`config.mk`:
```
export PLATFORM = sky130hd
export DESIGN_NAME = reg_wb_arbiter
export DESIGN_NICKNAME = d
export VERILOG_FILES = /design/src/rtl/core_pkg.sv /design/src/rtl/reg_wb_arbiter_chk.sv /design/src/rtl/wb_fifo.sv /design/src/rtl/reg_wb_arbiter.sv
export SDC_FILE = /design/constraint.sdc
export NUM_CORES = 1
export LEC_CHECK = 0
export BUFFER_PORTS_ARGS = -buffer_cell sky130_fd_sc_hd__clkbuf_2
export CAP_MARGIN = 20
export CORE_MARGIN = 5
export CORE_UTILIZATION = 50
export CTS_CLUSTER_DIAMETER = 200
export DETAILED_ROUTE_END_ITERATION = 8
export PLACE_DENSITY = 0.71
export SLEW_MARGIN = 20
export SYNTH_ARGS = -nofsm -noshare
export SYNTH_HDL_FRONTEND = slang
export SYNTH_SLANG_ARGS = --single-unit
```
`constraint.sdc`:
```
create_clock -name clk -period 4.1 [get_ports clk]
set_input_delay 0.205 -clock clk [delete_from_list [all_inputs] [get_ports clk]]
set_output_delay 0.205 -clock clk [all_outputs]
set_load 0.02 [all_outputs]
```
`src/rtl/core_pkg.sv`:
```
// Shared register-file types and sizes for the write-back path.
package core_pkg;

  localparam int REG_ADDR_W = 5;
  localparam int REG_NUM    = 32;
  localparam int XLEN       = 32;

  typedef struct packed {
    logic                  valid;
    logic [REG_ADDR_W-1:0] waddr;
    logic [XLEN-1:0]       wdata;
  } wb_entry_t;

  // True when a live entry targets the given register.
  function automatic logic entry_hits(input wb_entry_t e, input logic [REG_ADDR_W-1:0] a);
    return e.valid && (e.waddr == a);
  endfunction

endpackage

```
`src/rtl/reg_wb_arbiter_chk.sv`:
```
// Protocol and safety properties for the register-file write arbiter.
module reg_wb_arbiter_chk
  import core_pkg::*;
(
  input logic                  clk,
  input logic                  reset,
  input logic                  pipe_we,
  input logic                  stall_out,
  input logic                  rf_we,
  input logic [REG_ADDR_W-1:0] rf_waddr
);

  no_pipe_during_stall: assert property (@(posedge clk) disable iff (reset)
    !(pipe_we && stall_out))
    else $error("pipe_we asserted while stall_out high");

  no_r0_write: assert property (@(posedge clk) disable iff (reset)
    rf_we |-> ((rf_waddr != 5'd0) && (int'(rf_waddr) < REG_NUM)))
    else $error("register file write to r0 or out of range");

endmodule

```
`src/rtl/wb_fifo.sv`:
```
// MDU result buffer: circular FIFO with per-entry squash by address and
// two address-match query ports for operand interlocks.
module wb_fifo
  import core_pkg::*;
#(
  parameter int DEPTH = 4
) (
  input  logic                    clk,
  input  logic                    reset,
  input  logic                    push,
  input  wb_entry_t               push_entry,
  input  logic                    pop,
  input  logic                    squash,
  input  logic [REG_ADDR_W-1:0]   squash_addr,
  input  logic [REG_ADDR_W-1:0]   query1,
  input  logic [REG_ADDR_W-1:0]   query2,
  output wb_entry_t               head,
  output logic [$clog2(DEPTH):0]  count,
  output logic                    hit1,
  output logic                    hit2
);

  localparam int PW = $clog2(DEPTH);

  wb_entry_t      mem [DEPTH];
  logic [PW-1:0]  wr_ptr;
  logic [PW-1:0]  rd_ptr;

  assign head = mem[rd_ptr];

  // Address match against stored live entries only.
  always_comb begin
    hit1 = 1'b0;
    hit2 = 1'b0;
    for (int i = 0; i < DEPTH; i++) begin
      hit1 = hit1 | entry_hits(mem[i], query1);
      hit2 = hit2 | entry_hits(mem[i], query2);
    end
  end

  // Storage, pointers and occupancy; popped slots are invalidated so that
  // valid always implies occupied.
  always_ff @(posedge clk) begin
    if (reset) begin
      wr_ptr <= '0;
      rd_ptr <= '0;
      count  <= '0;
      for (int i = 0; i < DEPTH; i++) begin
        mem[i] <= '0;
      end
    end else begin
      for (int i = 0; i < DEPTH; i++) begin
        if (squash && entry_hits(mem[i], squash_addr)) begin
          mem[i].valid <= 1'b0;
        end
      end
      if (pop) begin
        mem[rd_ptr].valid <= 1'b0;
        rd_ptr            <= rd_ptr + 1'b1;
      end
      if (push) begin
        mem[wr_ptr] <= push_entry;
        wr_ptr      <= wr_ptr + 1'b1;
      end
      count <= count + {{PW{1'b0}}, push} - {{PW{1'b0}}, pop};
    end
  end

endmodule

```
`src/rtl/reg_wb_arbiter.sv`:
```
// Register-file write port arbiter: pipeline writeback vs. buffered MDU
// results, with WAW squash, r0 filtering, starvation stall and pending flags.
module reg_wb_arbiter
  import core_pkg::*;
#(
  parameter int DEPTH        = 4,
  parameter int STARVE_LIMIT = 8
) (
  input  logic                  clk,
  input  logic                  reset,
  input  logic                  pipe_we,
  input  logic [REG_ADDR_W-1:0] pipe_waddr,
  input  logic [XLEN-1:0]       pipe_wdata,
  input  logic                  mdu_valid,
  input  logic [REG_ADDR_W-1:0] mdu_waddr,
  input  logic [XLEN-1:0]       mdu_wdata,
  output logic                  mdu_ready,
  input  logic [REG_ADDR_W-1:0] raddr1,
  input  logic [REG_ADDR_W-1:0] raddr2,
  output logic                  pending1,
  output logic                  pending2,
  output logic                  stall_out,
  output logic                  rf_we,
  output logic [REG_ADDR_W-1:0] rf_waddr,
  output logic [XLEN-1:0]       rf_wdata
);

  localparam int OW = $clog2(DEPTH) + 1;
  localparam int CW = $clog2(STARVE_LIMIT + 1);
  localparam logic [OW-1:0] FULL_CNT = OW'(DEPTH);
  localparam logic [CW-1:0] LIMIT    = CW'(STARVE_LIMIT);

  wb_entry_t       head;
  wb_entry_t       push_entry;
  logic [OW-1:0]   count;
  logic [OW-1:0]   count_next;
  logic            hit1;
  logic            hit2;
  logic            fifo_empty;
  logic            head_live;
  logic            head_dead;
  logic            pipe_acc;
  logic            push;
  logic            pop;
  logic            grant_head;
  logic [CW-1:0]   starve_cnt;

  wb_fifo #(.DEPTH(DEPTH)) u_fifo (
    .clk         (clk),
    .reset       (reset),
    .push        (push),
    .push_entry  (push_entry),
    .pop         (pop),
    .squash      (pipe_acc),
    .squash_addr (pipe_waddr),
    .query1      (raddr1),
    .query2      (raddr2),
    .head        (head),
    .count       (count),
    .hit1        (hit1),
    .hit2        (hit2)
  );

  assign pending1 = hit1 && (raddr1 != 5'd0);
  assign pending2 = hit2 && (raddr2 != 5'd0);

  // Arbitration: dead heads drain for free, a starved head beats the pipe,
  // otherwise the pipe wins. A pipe write issued during stall is dropped.
  always_comb begin
    fifo_empty = (count == {OW{1'b0}});
    head_live  = !fifo_empty && head.valid;
    head_dead  = !fifo_empty && !head.valid;
    pipe_acc   = pipe_we && (pipe_waddr != 5'd0) && !stall_out;
    push       = mdu_valid && mdu_ready && (mdu_waddr != 5'd0);
    // A same-cycle push to the pipe's target is older, so it lands already dead.
    push_entry.valid = !(pipe_acc && (pipe_waddr == mdu_waddr));
    push_entry.waddr = mdu_waddr;
    push_entry.wdata = mdu_wdata;
    grant_head = head_live && (stall_out || !pipe_acc);
    pop        = grant_head || head_dead;
    count_next = count + {{(OW-1){1'b0}}, push} - {{(OW-1){1'b0}}, pop};
  end

  // Registered write port.
  always_ff @(posedge clk) begin
    if (reset) begin
      rf_we    <= 1'b0;
      rf_waddr <= 5'd0;
      rf_wdata <= 32'd0;
    end else if (grant_head) begin
      rf_we    <= 1'b1;
      rf_waddr <= head.waddr;
      rf_wdata <= head.wdata;
    end else if (pipe_acc) begin
      rf_we    <= 1'b1;
      rf_waddr <= pipe_waddr;
      rf_wdata <= pipe_wdata;
    end else begin
      rf_we    <= 1'b0;
    end
  end

  // Starvation tracking, stall request and MDU backpressure.
  always_ff @(posedge clk) begin
    if (reset) begin
      starve_cnt <= '0;
      stall_out  <= 1'b0;
      mdu_ready  <= 1'b0;
    end else begin
      mdu_ready <= (count_next != FULL_CNT);
      if (fifo_empty || grant_head) begin
        starve_cnt <= '0;
        stall_out  <= 1'b0;
      end else begin
        if (head_live && (starve_cnt != LIMIT)) begin
          starve_cnt <= starve_cnt + 1'b1;
        end else begin
          starve_cnt <= starve_cnt;
        end
        stall_out <= stall_out || (starve_cnt == LIMIT);
      end
    end
  end

  reg_wb_arbiter_chk u_chk (
    .clk       (clk),
    .reset     (reset),
    .pipe_we   (pipe_we),
    .stall_out (stall_out),
    .rf_we     (rf_we),
    .rf_waddr  (rf_waddr)
  );

endmodule

```
==> metrics.txt, run 1 <==
worst relative slew slack 28.7%; Tightest Hold Check Type in -> reg; summed instance area of the synthesized netlist 0.00985 mm²; Num CTS Buffers 22; distinct cell type count of the synthesized netlist 41; number of antenna diodes 0; number of global-route vias before repair 6396; number of flip-flops and latches in the synthesized netlist 205; Pleak 0.00457 µW; Clock Latency Late Sink 490 ps; Port-buffer cells 129; sum of negative setup slack 0 ps; critical path peak fanout 7; per-instance average area after synthesis 13.2 µm²; final wirelength 22500 µm; Core Box Area 0.0195 mm²; endpoints failing hold 0; Overflow after GRT 0; Max Freq 384 MHz; final setup skew 6.53 ps; area growth from synthesis to layout 18.8%; required time at the worst-slack endpoint 4460 ps; iteration-0 DRC count of the detailed router 381; Yosys Warn Count 0; setup bufs post-CTS 0; weighted congestion reported at the end of routability-driven placement 0.908; FP Rows 51; Arrival @ worst endpoint 2960 ps; Gate Count Post-Synth 749; clock tree from TritonCTS yes; pwr dens 527 mW/mm²; worst IR drop on VDD 0.330 mV; number of cells traversed by the worst hold path 2; maximum clock insertion buffer count 3; run status complete, no violations; Worst Hold Endpoint u_fifo.mem[0][19]; Crit Path Category reg -> reg; FF-to-FF End mdu_ready; min Tclk post-route 2610 ps; HPWL reported at the end of detailed placement 13900 µm; number of synthesized flops with an enable pin 152; width of the die 150 µm; post-synthesis net count 850; cell total after placement 1096; maximum number of pins on one net before global-route repair 48; CP Launch Type register; Setup WS post-layout 1490 ps; first-pass GRT wire length 35300 µm; all-layer global routing usage 20.1%; crit path launch u_fifo.mem[3][37]; clock tree sinks 205; first-pass iteration count of the detailed router 5; top library cells by usage in the layout, fill and taps aside sky130_fd_sc_hd__edfxtp_1 (152), sky130_fd_sc_hd__and2_1 (148), sky130_fd_sc_hd__clkbuf_2 (129); number of antenna violations at the first check in global routing 0; count of placed standard cells in the final layout, fillers left out 1166; most frequent standard cell in the layout excluding fill and tap cells sky130_fd_sc_hd__edfxtp_1; initial cell density of the core 50.6%; Max Slew Vio Count 0; die boundary height 150 µm; Reg2Reg Launch Point u_fifo.mem[3][37]; Most used DFF post-synth sky130_fd_sc_hd__edfxtp_1; share of post-route cells with drive strength above 1 24.9%; depth of the worst register-to-register path 8; setup repair after global routing missed its margin false; transition at the pin with the smallest max-transition slack 1070 ps; flop2flop setup slack 1490 ps; Final setup violation count 0; number of hold buffers added after CTS 31; Residual DRC 0; pre-CTS setup slack 1280 ps; Tcrit/Tclk final 63.6%; capturing element type of the critical path register; sequential fraction of the synthesis area 57.1%; ratio of routed vias to standard cells 5.28; number of resized instances in the post-cts repair step 0; I/O pin count 130; clock tree root buffer cell sky130_fd_sc_hd__clkbuf_16; clock transition at the registers of the reported paths 60 ps; wire per inst 19.3 µm; Hold Startpoint mdu_wdata[19]; Net count, final 987; vias post-DR 6152; Die Area 0.0226 mm²; max_cap viols 0; share of async-settable or async-resettable flops after synthesis 0%; Routed Antenna Nets 0; H-tree Lvls 1
worst max-delay path, cell delays in order (launching register included):
cell and delay [ps]:
sky130_fd_sc_hd__edfxtp_1 440, sky130_fd_sc_hd__mux4_2 570, sky130_fd_sc_hd__a21oi_4 280, sky130_fd_sc_hd__ha_1 280, sky130_fd_sc_hd__inv_1 60, sky130_fd_sc_hd__ha_1 160, sky130_fd_sc_hd__fa_1 430, sky130_fd_sc_hd__nor3_1 190
sky130_fd_sc_hd__nor2_1 50
cell families after synthesis:
family | share of synthesized area (%)
AOI/OAI and AO/OA | 4.08
xor gates and xnor gates | 6.31
adders and majority gates | 1.73
buffers and inverters | 3.12
DFF | 57.1
muxes | 12.1
and+or+nand+nor | 15.5
through the flow:
stage / total power [µW] / cell area, µm² / hold WS (ps) / utilization [%]
2_1_floorplan: 3850 / 9850 / 388 / -
3_3_place_gp: 4270 / 10700 / 449 / 54.9
3_5_place_dp: 4290 / 10700 / 445 / 54.9
4_1_cts: 6230 / 11700 / 4.32 / 60.1
5_1_grt: 6470 / 11700 / 14.3 / 60.1
6_report: 6170 / 11700 / 22.4 / 60.1
cells in the mapped netlist (2+ instances only):
cell type,instances,area share [%]
sky130_fd_sc_hd__edfxtp_1,152,46
sky130_fd_sc_hd__and2_1,148,9.4
sky130_fd_sc_hd__dfxtp_1,53,11
sky130_fd_sc_hd__xor2_1,51,4.5
sky130_fd_sc_hd__nor2_1,45,1.7
sky130_fd_sc_hd__mux4_2,38,8.7
sky130_fd_sc_hd__clkbuf_1,37,1.4
sky130_fd_sc_hd__mux2i_1,34,3.5
sky130_fd_sc_hd__a211oi_1,32,2.4
sky130_fd_sc_hd__xnor2_1,20,1.8
sky130_fd_sc_hd__nor4_1,18,1.1
sky130_fd_sc_hd__inv_1,13,0.50
sky130_fd_sc_hd__buf_2,12,0.61
sky130_fd_sc_hd__ha_1,12,1.5
sky130_fd_sc_hd__nand3_1,12,0.61
sky130_fd_sc_hd__nor3_1,10,0.51
sky130_fd_sc_hd__nor2b_1,7,0.44
sky130_fd_sc_hd__nand2_1,6,0.23
sky130_fd_sc_hd__a21oi_1,5,0.25
sky130_fd_sc_hd__buf_4,5,0.38
sky130_fd_sc_hd__a221o_1,4,0.41
sky130_fd_sc_hd__and3_1,4,0.25
sky130_fd_sc_hd__nand2b_1,4,0.25
sky130_fd_sc_hd__buf_1,3,0.11
sky130_fd_sc_hd__nor3b_1,3,0.23
sky130_fd_sc_hd__or2_2,3,0.19
sky130_fd_sc_hd__nand4_1,2,0.13
sky130_fd_sc_hd__o21a_1,2,0.15
sky130_fd_sc_hd__or4_1,2,0.15
cell type report:
type                    count  area (µm²)
clock buffers              32         639
clock inverters             7        60.1
fillers                  1540        7760
inverters                  13        48.8
multi-input cells         473        3950
flip-flops and latches    205        5630
well taps                 265         332
repair buffers            171        1050
where the power goes:
part           switching [µW]  total (µW)  internal (µW)  leakage (µW)
Combinational             903        1660            755       0.00221
Sequential                127        2600           2470       0.00202
Clock                     774        1920           1140      0.000341
metal layers:
metal	part of all wire (%)	GRT usage, %	vias to the layer above
li1	-	-	2969
met1	44	27.9	2982
met2	48	33.4	170
met3	6.1	3.55	31
met4	1.7	4.57	0
met5	0	0	-
registers in the layout, indices dropped and copies added, names as in the netlist, named ones only:
register	cells
mdu_ready	1
rf_waddr	5
rf_wdata	32
rf_we	1
stall_out	1
starve_cnt	4
u_fifo.count	3
u_fifo.mem	152
u_fifo.rd_ptr	2
u_fifo.wr_ptr	2
how the worst max path moves through the flow:
stage,end,slack (ps),cells after the start
global placement,mdu_ready,1320,10
global route,mdu_ready,1370,8
floorplan,mdu_ready,1550,10
finish,mdu_ready,1490,8
CTS,mdu_ready,1490,8
detailed placement,mdu_ready,1280,10
(Power assumes the default switching activity.)
==> run 2: changes to the inputs <==
- PLACE_DENSITY: 0.71 -> 0.73
- clock period: 4.1 -> 2.1 ns (I/O delays scaled with it)
==> run 2 against run 1 <==
The run now ends with setup timing left. Sequential share of layout area fell by 3.3 points. Total power rose by 100%. Count of clock-buffer cells in the layout did not move. Cell count rose by 8.0%. Register-to-register slack got worse by 1800 ps. Clock skew rose by 12 ps. Largest cell class unchanged.
==> metrics.txt, run 2 (synthesized netlist as in run 1, its figures left out) <==
Reg area 0.00563 mm² (unchanged); iteration-0 DRC count of the detailed router 330 (was 381); Max Slew Vio Count 0 (unchanged); pwr dens 989 mW/mm² (was 527 mW/mm²); Worst Hold Endpoint rf_wdata[30] (was u_fifo.mem[0][19]); ratio of routed vias to standard cells 5.24 (was 5.28); Tightest Hold Check Type in -> reg (unchanged); violated checks setup timing; Setup WS post-layout -298 ps (was 1490 ps); Max Freq 417 MHz (was 384 MHz); clock tree from TritonCTS yes (unchanged); capturing element type of the critical path register (unchanged); first-pass iteration count of the detailed router 5 (unchanged); Clock Latency Late Sink 510 ps (was 490 ps); total of fill cells in the finished design 1452 (was 1540); Port-buffer cells 129 (unchanged); Tcrit/Tclk final 114% (was 63.6%); crit path launch u_fifo.mem[3][37] (unchanged); Crit Path Category reg -> reg (unchanged); Residual DRC 0 (unchanged); flip-flop count of the largest register after layout 152 (unchanged); I/O pin count 130 (unchanged); share of post-route cells with drive strength above 1 28.5% (was 24.9%); cell total after placement 1130 (was 1096); die boundary height 150 µm (unchanged); worst IR drop on VDD 0.711 mV (was 0.330 mV); final wirelength 23200 µm (was 22500 µm); maximum clock insertion buffer count 3 (unchanged); Overflow after GRT 0 (unchanged); required time at the worst-slack endpoint 2480 ps (was 4460 ps); CP Launch Type register (unchanged); clock tree root buffer cell sky130_fd_sc_hd__clkbuf_16 (unchanged); Arrival @ worst endpoint 2780 ps (was 2960 ps); number of global-route vias before repair 6881 (was 6396); width of the die 150 µm (unchanged); top library cells by usage in the layout, fill and taps aside sky130_fd_sc_hd__edfxtp_1 (152), sky130_fd_sc_hd__and2_1 (148), sky130_fd_sc_hd__clkbuf_2 (127) (was sky130_fd_sc_hd__edfxtp_1 (152), sky130_fd_sc_hd__and2_1 (148), sky130_fd_sc_hd__clkbuf_2 (129)); FF-to-FF End mdu_ready (unchanged); Net count, final 1078 (was 987); Most flops, register u_fifo.mem (unchanged); run status finished with violations (was complete, no violations); count of placed standard cells in the final layout, fillers left out 1259 (was 1166); weighted congestion reported at the end of routability-driven placement 0.890 (was 0.908); Final setup violation count 3 (was 0); number of cells traversed by the worst hold path 2 (unchanged); post-route core utilization 64.6% (was 60.1%); number of antenna violations at the first check in global routing 1 (was 0); setup repair after global routing missed its margin true (was false); FP Rows 51 (unchanged); all-layer global routing usage 20.6% (was 20.1%); endpoints failing hold 0 (unchanged); min Tclk post-route 2400 ps (was 2610 ps); initial cell density of the core 50.6% (unchanged); area of the multi-input gates 0.00399 mm² (was 0.00395 mm²); area growth from synthesis to layout 27.7% (was 18.8%); most frequent standard cell in the layout excluding fill and tap cells sky130_fd_sc_hd__edfxtp_1 (unchanged); depth of the worst register-to-register path 8 (unchanged); Reg2Reg Launch Point u_fifo.mem[3][37] (unchanged); Num CTS Buffers 22 (unchanged); critical path peak fanout 2 (was 7); max_cap viols 0 (unchanged); clock tree sinks 205 (unchanged); worst relative slew slack 62.3% (was 28.7%); flop2flop setup slack -300 ps (was 1490 ps); Hold Startpoint reset (was mdu_wdata[19]); maximum number of pins on one net before global-route repair 41 (was 48); largest registers u_fifo.mem x152, rf_wdata x32, rf_waddr x5 (unchanged); Pleak 0.00500 µW (was 0.00457 µW); H-tree Lvls 1 (unchanged); Core Box Area 0.0195 mm² (unchanged); Routed Antenna Nets 0 (unchanged); clock transition at the registers of the reported paths 60 ps (about the same); Die Area 0.0226 mm² (unchanged); wire per inst 18.4 µm (was 19.3 µm); final setup skew 18.4 ps (was 6.53 ps); transition at the pin with the smallest max-transition slack 566 ps (was 1070 ps); first-pass GRT wire length 36300 µm (was 35300 µm); HPWL reported at the end of detailed placement 14500 µm (was 13900 µm); vias post-DR 6595 (was 6152)
## run 2: changes by cell type in the layout (fill, tap and decap cells not counted), sizes merged
| cell | previous run | this run |
|---|---|---|
| dlygate4sd3 | 31 | 66 |
| clkinvlp | 1 | 0 |
| clkbuf | 161 | 159 |
| buf | 11 | 69 |
| inv | 13 | 14 |
| diode | 0 | 1 |
| clkinv | 5 | 6 |
## run 2: what timing repair did
action                                  CTS  global route
endpoints found under the hold margin   165             0
pin swaps                                 3            20
endpoints found under the setup margin    5            10
resized for setup                         1            14
hold buffers                             66             0
buffers inserted                         13             9
## run 2: worst max path at each step
stage | end | slack (ps) | cells past startpoint
final | mdu_ready | -300 | 8
after global routing | mdu_ready | -380 | 8
after detailed placement | mdu_ready | -290 | 10
after floorplan | mdu_ready | -340 | 10
after CTS | mdu_ready | -250 | 8
after global placement | mdu_ready | -240 | 10
## run 2: cell type report
class                   count  area share, %
well taps                 265           2.64
multi-input cells         473           31.7
inverters                  13          0.388
diodes                      1         0.0199
clock buffers              32           4.76
flip-flops and latches    205           44.8
clock inverters             8          0.597
repair buffers            262           15.1
## run 2: per-stage QoR
| step | total power (µW) | TNS [ps] | hold slack, ps | instance area [µm²] | worst slack [ps] |
|---|---|---|---|---|---|
| 2_1_floorplan | 7510 | -781 | 288 | 9860 | -337 |
| 3_3_place_gp | 8500 | -472 | 376 | 11000 | -239 |
| 3_5_place_dp | 8570 | -599 | 381 | 11000 | -287 |
| 4_1_cts | 12300 | -476 | 7.72 | 12400 | -245 |
| 5_1_grt | 13000 | -900 | 17.3 | 12600 | -384 |
| 6_report | 12400 | -596 | 24.3 | 12600 | -298 |
## run 2: where the power goes
part	leakage [µW]	switching, µW	internal, µW
Combinational	0.00266	1940	1820
Sequential	0.00202	233	4820
Clock	0.000325	1510	2110
## run 2: metal layers
layer  share of wire [%]  vias up  track usage, %  wire length (µm)
met1                  42     3175            26.9              9640
li1                    -     3156               -                 -
met2                  49      217            35.3             11400
met5                   0        -               0                 0
met3                 6.6       47            3.64              1530
met4                 2.6        0            6.13               592
## run 2: worst max-delay path: stages (launching register included)
cell and delay [ps]:
sky130_fd_sc_hd__edfxtp_1 390, sky130_fd_sc_hd__mux4_2 530, sky130_fd_sc_hd__a21oi_4 210, sky130_fd_sc_hd__ha_4 220, sky130_fd_sc_hd__inv_2 60, sky130_fd_sc_hd__ha_4 120, sky130_fd_sc_hd__fa_2 460, sky130_fd_sc_hd__nor3_2 230
sky130_fd_sc_hd__nor2_1 70
==> run 3: changes to the inputs <==
- CORE_MARGIN: 5 -> 2
==> run 3 against run 2 <==
The flow still finishes with violations (setup timing). Sequential cell count unchanged. Non-clock buffer count down 4. Critical path depth unchanged. Count of clock-buffer cells in the layout down 3. Combinational power about the same. Hold slack worse by 12 ps. Critical path type unchanged.
==> metrics.txt, run 3 (synthesized netlist as in run 1, its figures left out) <==
maximum clock insertion buffer count 3 (unchanged); Net count, final 1074 (was 1078); ratio of routed vias to standard cells 5.33 (was 5.24); die boundary height 144 µm (was 150 µm); CP Launch Type register (unchanged); required time at the worst-slack endpoint 2480 ps (about the same); clock tree root buffer cell sky130_fd_sc_hd__clkbuf_16 (unchanged); largest registers u_fifo.mem x152, rf_wdata x32, rf_waddr x5 (unchanged); Overflow after GRT 0 (unchanged); all-layer global routing usage 22.7% (was 20.6%); sequential share of power 40.4% (was 40.7%); Num CTS Buffers 22 (unchanged); FP Rows 51 (unchanged); clock transition at the registers of the reported paths 60 ps (about the same); capturing element type of the critical path register (unchanged); flip-flop count of the largest register after layout 152 (unchanged); number of antenna violations at the first check in global routing 0 (was 1); Gate power share 30.0% (was 30.3%); met2 routed WL 11900 µm (was 11400 µm); family with the most delay on the worst path adder cells (unchanged); worst relative slew slack 60.6% (was 62.3%); Die Area 0.0208 mm² (was 0.0226 mm²); run status finished with violations (unchanged); H-tree Lvls 1 (unchanged); Most flops, register u_fifo.mem (unchanged); I/O pin count 130 (unchanged); Residual DRC 0 (unchanged); clock tree sinks 205 (unchanged); Switching Fraction 29.4% (was 29.6%); Pleak 0.00499 µW (was 0.00500 µW); first-pass GRT wire length 35900 µm (was 36300 µm); cell total after placement 1125 (was 1130); Clock power frac 29.6% (was 29.1%); Crit Path Category reg -> reg (unchanged); Met1 Routed Length 9850 µm (was 9640 µm); pwr dens 995 mW/mm² (was 989 mW/mm²); max_cap viols 0 (unchanged); critical path peak fanout 2 (unchanged); HPWL reported at the end of detailed placement 13800 µm (was 14500 µm); top routing layer in use met4 (unchanged); maximum number of pins on one net before global-route repair 41 (unchanged); first-pass iteration count of the detailed router 5 (unchanged); weighted congestion reported at the end of routability-driven placement 0.842 (was 0.890); final wirelength 23500 µm (was 23200 µm); setup repair after global routing missed its margin true (unchanged); Routed Antenna Nets 0 (unchanged); wire per inst 18.7 µm (was 18.4 µm); top library cells by usage in the layout, fill and taps aside sky130_fd_sc_hd__edfxtp_1 (152), sky130_fd_sc_hd__and2_1 (148), sky130_fd_sc_hd__clkbuf_2 (127) (unchanged); iteration-0 DRC count of the detailed router 381 (was 330); Port-buffer cells 129 (unchanged); internal power 8820 µW (was 8750 µW); cell breakdown of the critical path mux4_2 > a21oi_4 > ha_4 > inv_2 > ha_4 > fa_2 > nor3_2 > nor2_1 (unchanged); post-route standard cell area excluding fillers 0.0126 mm² (about the same); Clock Latency Late Sink 500 ps (was 510 ps); Final setup violation count 5 (was 3); net switching component of the power 3680 µW (about the same); area growth from synthesis to layout 27.6% (was 27.7%); Core Box Area 0.0194 mm² (was 0.0195 mm²); longest individual stage delay on the worst path 540 ps (was 530 ps); total placed instance area 0.0110 mm² (about the same); sum of negative setup slack -469 ps (was -596 ps); worst IR drop on VDD 0.674 mV (was 0.711 mV); Setup WS post-layout -220 ps (was -298 ps); number of global-route vias before repair 6803 (was 6881); final setup skew 8.78 ps (was 18.4 ps); width of the die 144 µm (was 150 µm); share of post-route cells with drive strength above 1 28.9% (was 28.5%); count of placed standard cells in the final layout, fillers left out 1253 (was 1259); Crit-path slowest cell sky130_fd_sc_hd__mux4_2 (unchanged); min Tclk post-route 2320 ps (was 2400 ps); Max Slew Vio Count 0 (unchanged); most frequent standard cell in the layout excluding fill and tap cells sky130_fd_sc_hd__edfxtp_1 (unchanged); violated checks setup timing (unchanged); transition at the pin with the smallest max-transition slack 591 ps (was 566 ps); post-route core utilization 64.8% (was 64.6%); Tightest Hold Check Type in -> reg (unchanged); clock tree from TritonCTS yes (unchanged); Arrival @ worst endpoint 2700 ps (was 2780 ps); met3 wire length 1110 µm (was 1530 µm); critical path buffer and inverter count 1 (unchanged); number of antenna diodes 0 (was 1); endpoints failing hold 0 (unchanged); Tcrit/Tclk final 110% (was 114%); most used cell, CP sky130_fd_sc_hd__ha_4 (unchanged); initial cell density of the core 50.8% (was 50.6%); vias post-DR 6684 (was 6595); Max Freq 431 MHz (was 417 MHz)
[run 3: final timing paths]
kind,startpoint,end,slack [ps],depth (start not counted)
setup reg to reg,u_fifo.mem[3][37],mdu_ready,-220,8
hold / removal,reset,rf_wdata[29],10,2
setup / recovery,u_fifo.mem[3][37],mdu_ready,-220,8
hold reg to reg,u_fifo.wr_ptr[1],u_fifo.wr_ptr[1],500,2
[run 3: what timing repair did]
item                       4_1_cts  5_1_grt
pin swaps                       10       14
setup buffers                   16        8
setup endpoints to repair        5       21
hold buffers                    65        0
resized for setup                7       10
hold endpoints to repair       161        0
[run 3: worst register-to-register path, cell delays in order (launching register included)]
cell and delay (ps):
sky130_fd_sc_hd__edfxtp_1 380, sky130_fd_sc_hd__mux4_2 540, sky130_fd_sc_hd__a21oi_4 210, sky130_fd_sc_hd__ha_4 220, sky130_fd_sc_hd__inv_2 60, sky130_fd_sc_hd__ha_4 120, sky130_fd_sc_hd__fa_2 450, sky130_fd_sc_hd__nor3_2 190
sky130_fd_sc_hd__nor2_1 50
[run 3: final cells by class]
cell class,count,area [µm²]
fill,1473,6830
tap,265,332
multi-input combinational,473,4010
clock buffer,29,619
sequential,205,5630
inverter,13,48.8
timing repair buffer,258,1860
clock inverter,10,72.6
[run 3: power by group through the flow]
stage / logic (µW) / clock network, µW / registers, µW
3_5_place_dp: 3390 / 0 / 5140
6_report: 3740 / 3700 / 5050
2_1_floorplan: 2280 / 0 / 5230
3_3_place_gp: 3350 / 0 / 5130
4_1_cts: 3570 / 3760 / 5050
5_1_grt: 4060 / 3900 / 5090
[run 3: per-stage QoR]
step	setup slack [ps]	hold WS [ps]	total power, µW
finish	-220	12.0	12500
CTS	-215	5.54	12400
floorplan	-337	288	7510
detailed placement	-256	381	8530
global placement	-239	377	8480
global route	-306	17.7	13100
[run 3: metal layers]
layer	global-route usage, %	up-vias
met2	39.5	194
met5	0	-
met1	29.8	3302
met3	3.21	44
li1	-	3144
met4	6.49	0
